<file path="src/rtl/fighter_sprite_pkg.sv">
// Pose/state types and per-pose animation tables for the fighter sprite engine.
// BASE entries are in whole-frame units; the top scales them by the frame size.
package fighter_sprite_pkg;

    typedef enum logic [3:0] {
        POSE_STAND    = 4'd0,
        POSE_PULSE    = 4'd1,
        POSE_PUNCH    = 4'd2,
        POSE_JUMP     = 4'd3,
        POSE_CROUCH   = 4'd4,
        POSE_WALK_L   = 4'd5,
        POSE_WALK_R   = 4'd6,
        POSE_DEATH    = 4'd7,
        POSE_JUMP_ATK = 4'd8
    } pose_e;

    typedef enum logic [1:0] {
        S_LOOP    = 2'd0,
        S_ONESHOT = 2'd1,
        S_DEAD    = 2'd2
    } state_e;

    localparam int PIX_IDX_W    = 4;
    localparam int TOTAL_FRAMES = 24;

    // Class of each pose expressed as the FSM state it runs in.
    localparam state_e POSE_CLASS [16] = '{
        S_LOOP, S_ONESHOT, S_ONESHOT, S_LOOP, S_LOOP, S_LOOP, S_LOOP, S_DEAD,
        S_ONESHOT, S_LOOP, S_LOOP, S_LOOP, S_LOOP, S_LOOP, S_LOOP, S_LOOP
    };

    localparam logic [3:0] FRAME_CNT [16] = '{
        4'd2, 4'd2, 4'd3, 4'd2, 4'd1, 4'd4, 4'd4, 4'd4,
        4'd2, 4'd2, 4'd2, 4'd2, 4'd2, 4'd2, 4'd2, 4'd2
    };

    localparam logic [7:0] BASE [16] = '{
        8'd0, 8'd2, 8'd4, 8'd7, 8'd9, 8'd10, 8'd14, 8'd18,
        8'd22, 8'd0, 8'd0, 8'd0, 8'd0, 8'd0, 8'd0, 8'd0
    };

    function automatic logic [3:0] canon_pose(input logic [3:0] p);
        if (p > 4'(POSE_JUMP_ATK)) begin
            return 4'(POSE_STAND);
        end else begin
            return p;
        end
    endfunction

endpackage

</file>
<file path="src/rtl/fighter_sprite_rom.sv">
// Shared sprite ROM (all poses and frames) plus palette LUT, one registered read stage.
// The ROM image is a fixed nibble-fold pattern of the address so it needs no load file.
module fighter_sprite_rom
    import fighter_sprite_pkg::*;
#(
    parameter int ADDR_W = 18
) (
    input  logic              clk_i,
    input  logic              rst_i,
    input  logic              en_i,
    input  logic [ADDR_W-1:0] addr_i,
    output logic [11:0]       rgb_o,
    output logic              opaque_o
);
    localparam int NIB = (ADDR_W + PIX_IDX_W - 1) / PIX_IDX_W;

    function automatic logic [PIX_IDX_W-1:0] rom_index(input logic [ADDR_W-1:0] a);
        logic [PIX_IDX_W*NIB-1:0] ext;
        logic [PIX_IDX_W-1:0]     acc;
        ext = (PIX_IDX_W*NIB)'(a);
        acc = 4'h5;
        for (int i = 0; i < NIB; i++) begin
            acc = acc ^ ext[PIX_IDX_W*i +: PIX_IDX_W];
        end
        return acc;
    endfunction

    function automatic logic [11:0] palette(input logic [PIX_IDX_W-1:0] idx);
        return {idx, ~idx, idx[2:0], 1'b0};
    endfunction

    logic [PIX_IDX_W-1:0] idx_s;
    logic                 on_s;
    logic [11:0]          rgb_q;
    logic                 opaque_q;

    always_comb begin
        idx_s = rom_index(addr_i);
        on_s  = en_i & (idx_s != 4'd0);
    end

    // Index 0 is transparent; transparent or invalid pixels output black.
    always_ff @(posedge clk_i) begin
        if (rst_i) begin
            rgb_q    <= 12'd0;
            opaque_q <= 1'b0;
        end else begin
            rgb_q    <= on_s ? palette(idx_s) : 12'd0;
            opaque_q <= on_s;
        end
    end

    assign rgb_o    = rgb_q;
    assign opaque_o = opaque_q;

endmodule

</file>
<file path="src/rtl/fighter_sprite_engine.sv">
// Animated fighter sprite renderer: pose FSM, hold counter and 2-stage pixel pipeline.
// Define FIGHTER_FLIP_EN to enable horizontal mirroring via facing_left.
module fighter_sprite_engine
    import fighter_sprite_pkg::*;
#(
    parameter int SPR_W      = 64,
    parameter int SPR_H      = 96,
    parameter int MAX_FRAMES = 4,
    parameter int HOLD_TICKS = 4,
    parameter int COORD_W    = 10,
    localparam int FRAME_W   = $clog2(MAX_FRAMES)
) (
    input  logic               vga_clk,
    input  logic               Reset,
    input  logic               frame_start,
    input  logic [COORD_W-1:0] DrawX,
    input  logic [COORD_W-1:0] DrawY,
    input  logic [COORD_W-1:0] PosX,
    input  logic [COORD_W-1:0] PosY,
    input  logic [3:0]         pose_req,
    input  logic               facing_left,
    input  logic               blank,
    output logic [3:0]         red,
    output logic [3:0]         green,
    output logic [3:0]         blue,
    output logic               sprite_on,
    output logic [3:0]         cur_pose,
    output logic [FRAME_W-1:0] cur_frame,
    output logic               pose_busy
);
    localparam int FRAME_PX = SPR_W * SPR_H;
    localparam int ADDR_W   = $clog2(TOTAL_FRAMES * FRAME_PX);
    localparam int HOLD_W   = $clog2(HOLD_TICKS + 1);
    localparam int RX_W     = COORD_W + 1;

    state_e             state_q;
    logic [3:0]         pose_q;
    logic [FRAME_W-1:0] frame_q;
    logic [HOLD_W-1:0]  hold_q;
    logic               busy_q;

    logic [3:0]         req_s;
    logic               hold_done_s;
    logic               last_frame_s;
    logic [FRAME_W-1:0] frame_inc_s;

    always_comb begin
        req_s        = canon_pose(pose_req);
        hold_done_s  = (hold_q == HOLD_W'(HOLD_TICKS - 1));
        last_frame_s = (4'(frame_q) == (FRAME_CNT[pose_q] - 4'd1));
        frame_inc_s  = frame_q + 1'b1;
    end

    // Pose FSM: all updates are gated by frame_start so a frame never tears.
    always_ff @(posedge vga_clk) begin
        if (Reset) begin
            state_q <= S_LOOP;
            pose_q  <= 4'd0;
            frame_q <= '0;
            hold_q  <= '0;
            busy_q  <= 1'b0;
        end else if (frame_start) begin
            case (state_q)
                S_LOOP: begin
                    if (req_s != pose_q) begin
                        pose_q  <= req_s;
                        frame_q <= '0;
                        hold_q  <= '0;
                        state_q <= POSE_CLASS[req_s];
                        busy_q  <= (POSE_CLASS[req_s] != S_LOOP);
                    end else if (hold_done_s) begin
                        hold_q  <= '0;
                        frame_q <= last_frame_s ? '0 : frame_inc_s;
                    end else begin
                        hold_q  <= hold_q + 1'b1;
                    end
                end
                S_ONESHOT: begin
                    if (req_s == POSE_DEATH) begin
                        pose_q  <= 4'(POSE_DEATH);
                        frame_q <= '0;
                        hold_q  <= '0;
                        state_q <= S_DEAD;
                        busy_q  <= 1'b1;
                    end else if (hold_done_s) begin
                        hold_q <= '0;
                        if (last_frame_s) begin
                            pose_q  <= 4'(POSE_STAND);
                            frame_q <= '0;
                            state_q <= S_LOOP;
                            busy_q  <= 1'b0;
                        end else begin
                            frame_q <= frame_inc_s;
                        end
                    end else begin
                        hold_q <= hold_q + 1'b1;
                    end
                end
                S_DEAD: begin
                    // The final death frame is held until Reset.
                    if (hold_done_s) begin
                        if (!last_frame_s) begin
                            hold_q  <= '0;
                            frame_q <= frame_inc_s;
                        end
                    end else begin
                        hold_q <= hold_q + 1'b1;
                    end
                end
                default: begin
                    state_q <= S_LOOP;
                    pose_q  <= 4'd0;
                    frame_q <= '0;
                    hold_q  <= '0;
                    busy_q  <= 1'b0;
                end
            endcase
        end
    end

    logic signed [RX_W-1:0] rel_x_s;
    logic signed [RX_W-1:0] rel_y_s;
    logic                   hit_s;
    logic [COORD_W-1:0]     col_s;
    logic [ADDR_W-1:0]      addr_s;
    logic [ADDR_W-1:0]      addr_q;
    logic                   vld_q;

`ifndef FIGHTER_FLIP_EN
    logic unused_facing_s;
    assign unused_facing_s = facing_left;
`endif

    // Sign bit of the widened difference clips off-screen sprites without wrap.
    always_comb begin
        rel_x_s = $signed({1'b0, DrawX}) - $signed({1'b0, PosX});
        rel_y_s = $signed({1'b0, DrawY}) - $signed({1'b0, PosY});
        hit_s   = !rel_x_s[RX_W-1] && (rel_x_s[COORD_W-1:0] < COORD_W'(SPR_W)) &&
                  !rel_y_s[RX_W-1] && (rel_y_s[COORD_W-1:0] < COORD_W'(SPR_H));
`ifdef FIGHTER_FLIP_EN
        col_s   = facing_left ? (COORD_W'(SPR_W - 1) - rel_x_s[COORD_W-1:0])
                              : rel_x_s[COORD_W-1:0];
`else
        col_s   = rel_x_s[COORD_W-1:0];
`endif
        addr_s  = (ADDR_W'(BASE[pose_q]) + ADDR_W'(frame_q)) * ADDR_W'(FRAME_PX) +
                  ADDR_W'(rel_y_s[COORD_W-1:0]) * ADDR_W'(SPR_W) + ADDR_W'(col_s);
    end

    // Stage 1: register the address with hit and blank folded into one valid bit.
    always_ff @(posedge vga_clk) begin
        if (Reset) begin
            addr_q <= '0;
            vld_q  <= 1'b0;
        end else begin
            addr_q <= addr_s;
            vld_q  <= hit_s & blank;
        end
    end

    logic [11:0] rgb_s;
    logic        opaque_s;

    fighter_sprite_rom #(.ADDR_W(ADDR_W)) u_rom (
        .clk_i    (vga_clk),
        .rst_i    (Reset),
        .en_i     (vld_q),
        .addr_i   (addr_q),
        .rgb_o    (rgb_s),
        .opaque_o (opaque_s)
    );

    assign red       = rgb_s[11:8];
    assign green     = rgb_s[7:4];
    assign blue      = rgb_s[3:0];
    assign sprite_on = opaque_s;
    assign cur_pose  = pose_q;
    assign cur_frame = frame_q;
    assign pose_busy = busy_q;

endmodule

</file>
<file path="config.mk">
export PLATFORM = sky130hd
export DESIGN_NAME = fighter_sprite_engine
export DESIGN_NICKNAME = d
export VERILOG_FILES = /design/src/rtl/fighter_sprite_pkg.sv /design/src/rtl/fighter_sprite_rom.sv /design/src/rtl/fighter_sprite_engine.sv
export SDC_FILE = /design/constraint.sdc
export NUM_CORES = 1
export LEC_CHECK = 0
export CELL_PAD_IN_SITES_DETAIL_PLACEMENT = 0
export CELL_PAD_IN_SITES_GLOBAL_PLACEMENT = 2
export CORE_UTILIZATION = 30
export CTS_CLUSTER_SIZE = 14
export DETAILED_ROUTE_END_ITERATION = 8
export PLACE_DENSITY = 0.81
export SETUP_SLACK_MARGIN = 0.1
export SYNTH_ARGS = -nofsm -noshare
export SYNTH_HDL_FRONTEND = slang
export SYNTH_SLANG_ARGS = --single-unit
</file>
<file path="constraint.sdc">
create_clock -name vga_clk -period 7.9 [get_ports vga_clk]
set_clock_uncertainty 0.15 [all_clocks]
set_input_delay 2.37 -clock vga_clk [delete_from_list [all_inputs] [get_ports vga_clk]]
set_output_delay 2.37 -clock vga_clk [all_outputs]
set_load 0.1 [all_outputs]
</file>
* Word-level counts from Yosys, hierarchy flattened *
Memories as Yosys holds them, arrays and structs flattened.
Cells that the tools add are included.

cells by class
  equal/unequal tests = 12
  reduce and logical (&&, ||, !) cells = 12
  $add $sub $neg = 8
  multipliers = 1
  multiplexer cells = 35
  bitwise gates (word level) = 12
  order comparisons = 5

operators with widths
  kind                   count
  $mux W4                7
  $mux W2                12
  $sub A10 B10 Y11       2
  $lt A10 B7 Y1 const B  2
  $add A18 B10 Y18       1
  $add A18 B16 Y18       1
  $mux W8                2
  $mux W3                5
  $pmux W2 S3            2
  $pmux W4 S3            1
  $xor A4 B4 Y4          3
  $ge A5 B5 Y1 const B   2
  $not A4 Y5             2
  $add A8 B2 Y9          1
  $mul A9 B2 Y7 const B  1
  $ne A3 B3 Y1 const B   3
  $pmux W3 S3            1
  $ne A2 B2 Y1 const B   3
  $reduce_and A5 Y1      1
  $eq A2 B4 Y1           1
  $eq A4 B3 Y1 const B   1
  $gt A4 B4 Y1 const B   1
  $mux W1                4
  $ne A4 B4 Y1           1
  other kinds (20)       25

storage, ports and cells
  output and inout port bits = 20
  register bits = 44
  bits of input ports = 49
  logic and storage cells = 98
  bits in read-only memories = 224
  memories = 3

memories
  name             depth  bits a word  read ports  clocked after Yosys merged registers in  wr ports  RTL line                      RTL
  (no name shown)  16     8            1           0                                        0         fighter_sprite_engine.sv:146  addr_s = (ADDR_W'(BASE[pose_q]) + ADDR_W'(frame_q)) * ADDR_W'(FRAME_PX) +
  (no name shown)  16     4            1           0                                        0         fighter_sprite_engine.sv:50   last_frame_s = (4'(frame_q) == (FRAME_CNT[pose_q] - 4'd1));
  (no name shown)  16     2            1           0                                        0         fighter_sprite_engine.sv:70   busy_q <= (POSE_CLASS[req_s] != S_LOOP);

* Longest topological paths before layout *
  depth in word-level cells = 10
  mapped depth = 20
  depth with buffers taken out = 19

* Hierarchy *
Synthesis repeated with hierarchy kept, for this count alone.

unflattened totals
  cells, all modules = 467
  area, all modules = 3901.2 µm²

modules (own cells, without submodules)
  module                 area an instance (µm²)  instances  seq. area each (µm²)  cells each
  fighter_sprite_engine  3424.5                  1          620.6                 426
  fighter_sprite_rom     476.7                   1          180.2                 41

* Least setup slack after synthesis *
No wires, ideal clock.

  path type = in2reg
  start = input port DrawX[0]
  end = register addr_q[16]
  stages on the path = 17
  path slack = 2274 ps
  path buffers = 0
  required time = 7622 ps
  arrival time = 5348 ps
  cell sequence = inv_1 > ha_1 > fa_1 > nor2b_1 > o2111ai_1 > nand2_1 > xor2_1 > ha_1 > inv_1 > fa_1 > nor2b_1 > o21ai_0 > a2111oi_0 > o21ai_0 > a31oi_1 > xnor2_1 > nor2_1

between the ends
  word-level cells in the longest chain between the ends = 2

ends and longest elaborated chain
  item                  RTL line                      RTL
  start, declared       fighter_sprite_engine.sv:16   input logic [COORD_W-1:0] DrawX,
  $sub A10 B10 Y11      fighter_sprite_engine.sv:136  rel_x_s = $signed({1'b0, DrawX}) - $signed({1'b0, PosX});
  $add A18 B10 Y18      fighter_sprite_engine.sv:147  ADDR_W'(rel_y_s[COORD_W-1:0]) * ADDR_W'(SPR_W) + ADDR_W'(col_s);
  end signal, assigned  fighter_sprite_engine.sv:156  addr_q <= addr_s;
  end, declared         fighter_sprite_engine.sv:126  logic [ADDR_W-1:0] addr_q;

No other way between the ends.
A chain may end at the register's enable or synchronous reset.

* Worst setup path after layout *
Same ends and word-level chain as after synthesis.

==> reports/results.tsv <==
metric	value	unit
drt via density	4.75	
Comb power frac	40.8	%
crit path cell chain	clkdlybuf4s50_1 > inv_1 > ha_1 > fa_1 > nor2b_1 > o2111ai_1 > nand2_1 > xor2_1 > ha_1 > inv_1 > fa_1 > nor2b_1 > o21ai_0 > a2111oi_0 > o21ai_0 > a31oi_1 > xnor2_1 > nor2_1	
initial antenna violation count	0	
setup violators final	0	
Critical Path RT	7880	ps
clock transition at the registers of the reported paths	60	ps
worst-path fanout max	3	
Final nets	580	
total track usage	14.1	%
clock network power share	27.2	%
Max-Slew Margin vs Limit	33.0	%
Yosys top cell area share	23.7	%
flip-flop and latch area	801	sq um
Die Span Y	108	um
post-synthesis sequential area ratio	23.7	%
Final Hold Fails	0	
first-pass GRT wire length	13100	um
Final Max Slew Viols	0	
critical path class	in2reg	
I/O pin cnt	69	
core area	10900	sq um
largest family of logic cells by synthesized area	compound AO/OA/AOI/OAI gates	
Final Total Pwr	746	uW
multiplexer area fraction after synthesis	1.18	%
NetSw	253	uW
Fillers	1154	
achievable frequency	0.157	GHz
initial core utilization	30.9	%
Crit Reg-Reg Startpoint	cur_pose[2]	
CTS H-tree lvls	2	
power per cell area	173	nW/um^2
final wirelength	7670	um
Syn Inst Count	427	
Critical Path AT	6360	ps
max-cap violations	0	
area growth from synthesis to layout	27.1	%
clock root cell	clkbuf_16	
setup bufs post-CTS	0	
Post-Synth XOR/XNOR Area	10.9	%
DP Area	4150	sq um
Sink Count	40	
compound-gate portion of the synthesized area	19.9	%
ys async rst share	0	%
Yosys warnings	0	
ant diodes	0	
Final Cell Area	4300	sq um
Placer Congestion	0.814	
final period utilization	80.8	%
fraction of layout cells with a size suffix above 1	2.87	%
Vias	2979	
DRT Pass-1 Iters	4	
largest area contributor in the netlist	dfxtp_1	
setup_tns	0	ps
cell internal pwr	493	uW
drt wl/cell	12.2	um
sequential power share	32.0	%
Worst-Skew Late Latency	280	ps
Die Footprint	11700	sq um
switch share	33.9	%
critical path launch point type	input port	
largest net degree at the start of global routing	28	
post_cts resized	0	
Synth cell types	52	
area of the multi-input gates	2350	sq um
crit path from	DrawX[0]	
num rows	38	
largest cells by area after synthesis	dfxtp_1 (24%), ha_1 (15%), xnor2_1 (7.0%), nor2_1 (5.0%), inv_1 (4.9%)	
adder and majority gate portion of the synthesized area	17.8	%
Critical path buffers and inverters	3	
Post-Synth Simple-Gate Area	19.5	%
TritonCTS buffer count	5	
Final min period	6380	ps
RSZ-0062 raised after global routing	false	
1st-iter DRT viols	121	
chip width	108	um
syn_area_per_cell	7.92	sq um
Post-synth EDFFs	0	
CTS Hold Bufs	0	
worst slew pin tran	1000	ps
Leak Pwr	0.00185	uW
status	finished, final reports clean	
min-delay src	pose_busy	
crit end category	flop	
GRT overflow	0	
DPL Wire Length	6320	um
clk buf depth	2	
CP max stage cell	a2111oi_0	
Antenna Nets Post-Route	0	
min-delay worst type	reg2reg	
clock tree from TritonCTS	done	
PortBufs	66	
DRC	0	
Crit path max-delay family	compound AO/OA/AOI/OAI gates	
area of the mapped netlist	3380	sq um
Peak VDD IR	0.0757	mV
vias in the first global route	2852	
max incr delay on CP	660	ps
ys flop type	dfxtp_1	
FF+latch count, synth	40	
## power groups by stage
| stage | Clock (uW) | Sequential, uW | Combinational, uW |
|---|---|---|---|
| 2_1_floorplan | 0 | 247 | 224 |
| 3_3_place_gp | 0 | 244 | 306 |
| 3_5_place_dp | 0 | 244 | 308 |
| 4_1_cts | 207 | 239 | 309 |
| 5_1_grt | 216 | 241 | 343 |
| 6_report | 203 | 239 | 304 |
## Yosys cell counts, drive strengths merged, types with 4 or more instances
master   count
clkbuf      11
mux2i        4
xor2        15
nor2b       14
a21oi       30
inv         44
nand2       27
nand2b       9
a21o         7
buf          4
a211oi       4
o2111ai      4
nor4         4
nand3        4
dfxtp       40
nor2        45
fa           5
o21ai       24
ha          40
nor3         8
xnor2       27
o21a         6
and2         6
## path summary, 6_finish.rpt
kind | to | depth (start not counted) | slack (ps)
hold reg to reg | pose_busy | 2 | 320
setup reg to reg | addr_q[16] | 17 | 3590
hold / removal | pose_busy | 2 | 320
setup / recovery | addr_q[16] | 18 | 1520
## registers in the layout, indices dropped and copies added (netlist names)
register / count
addr_q: 18
pose_busy: 1
state_q: 2
cur_frame: 2
u_rom.rgb_o: 8
cur_pose: 4
u_rom.opaque_o: 1
vld_q: 1
hold_q: 3
## logic make-up after synthesis
kind of cell / Yosys count
AOI/OAI and AO/OA: 103
xor gates and xnor gates: 42
adders and majority gates: 45
buffers and inverters: 59
DFF: 40
muxes: 4
other: 1
and+or+nand+nor: 133
## per-layer routing
| metal | vias to the layer above | part of all wire [%] | routed length [um] | global-route usage, % |
|---|---|---|---|---|
| li1 | 1586 | - | - | - |
| met3 | 7 | 3.4 | 258 | 1.75 |
| met4 | 0 | 0.93 | 71 | 4.40 |
| met2 | 63 | 48 | 3650 | 24.7 |
| met5 | - | 0 | 0 | 0 |
| met1 | 1323 | 48 | 3690 | 17.7 |
## worst min-delay path, stage by stage (launching register included)
cell,delay [ps]
dfxtp_1,310
nand2_1,50
a21oi_1,50
## cell type report
type / count / area share (%)
Inverter: 44 / 3.84
Timing Repair Buffer: 66 / 15.4
Tap cell: 140 / 4.07
Multi-Input combinational cell: 329 / 54.6
Sequential cell: 40 / 18.6
Clock buffer: 7 / 3.32
Clock inverter: 1 / 0.175
## metrics by stage
step	hold slack [ps]	worst slack, ps	std cells	utilization [%]
2_1_floorplan	296	2270	428	-
3_3_place_gp	303	1300	619	38.0
3_5_place_dp	305	1240	619	38.0
4_1_cts	324	1530	627	39.3
5_1_grt	353	1060	627	39.3
6_report	318	1520	627	39.3
## cell usage in the layout (no fill, tap or decap), types with 3 or more instances in the layout
master           instances
a21o_1                   6
nor2b_1                 14
nand2_1                 27
fa_1                     5
and2_1                   6
and3_1                   3
mux2i_1                  4
nor3_1                   8
nor2_1                  45
clkbuf_16                5
clkdlybuf4s50_1         66
o21a_1                   6
dfxtp_1                 40
xor2_1                  15
nand3_1                  4
o2bb2ai_1                3
a31oi_1                  3
nor4_1                   3
or4_1                    3
a21oi_1                 30
xnor2_1                 27
a32oi_1                  3
o211ai_1                 3
ha_1                    40
inv_1                   44
nand2b_1                 9
o2111ai_1                4
a211oi_1                 4
o21ai_0                 24
No activity file was read; power rests on OpenSTA's default activity.
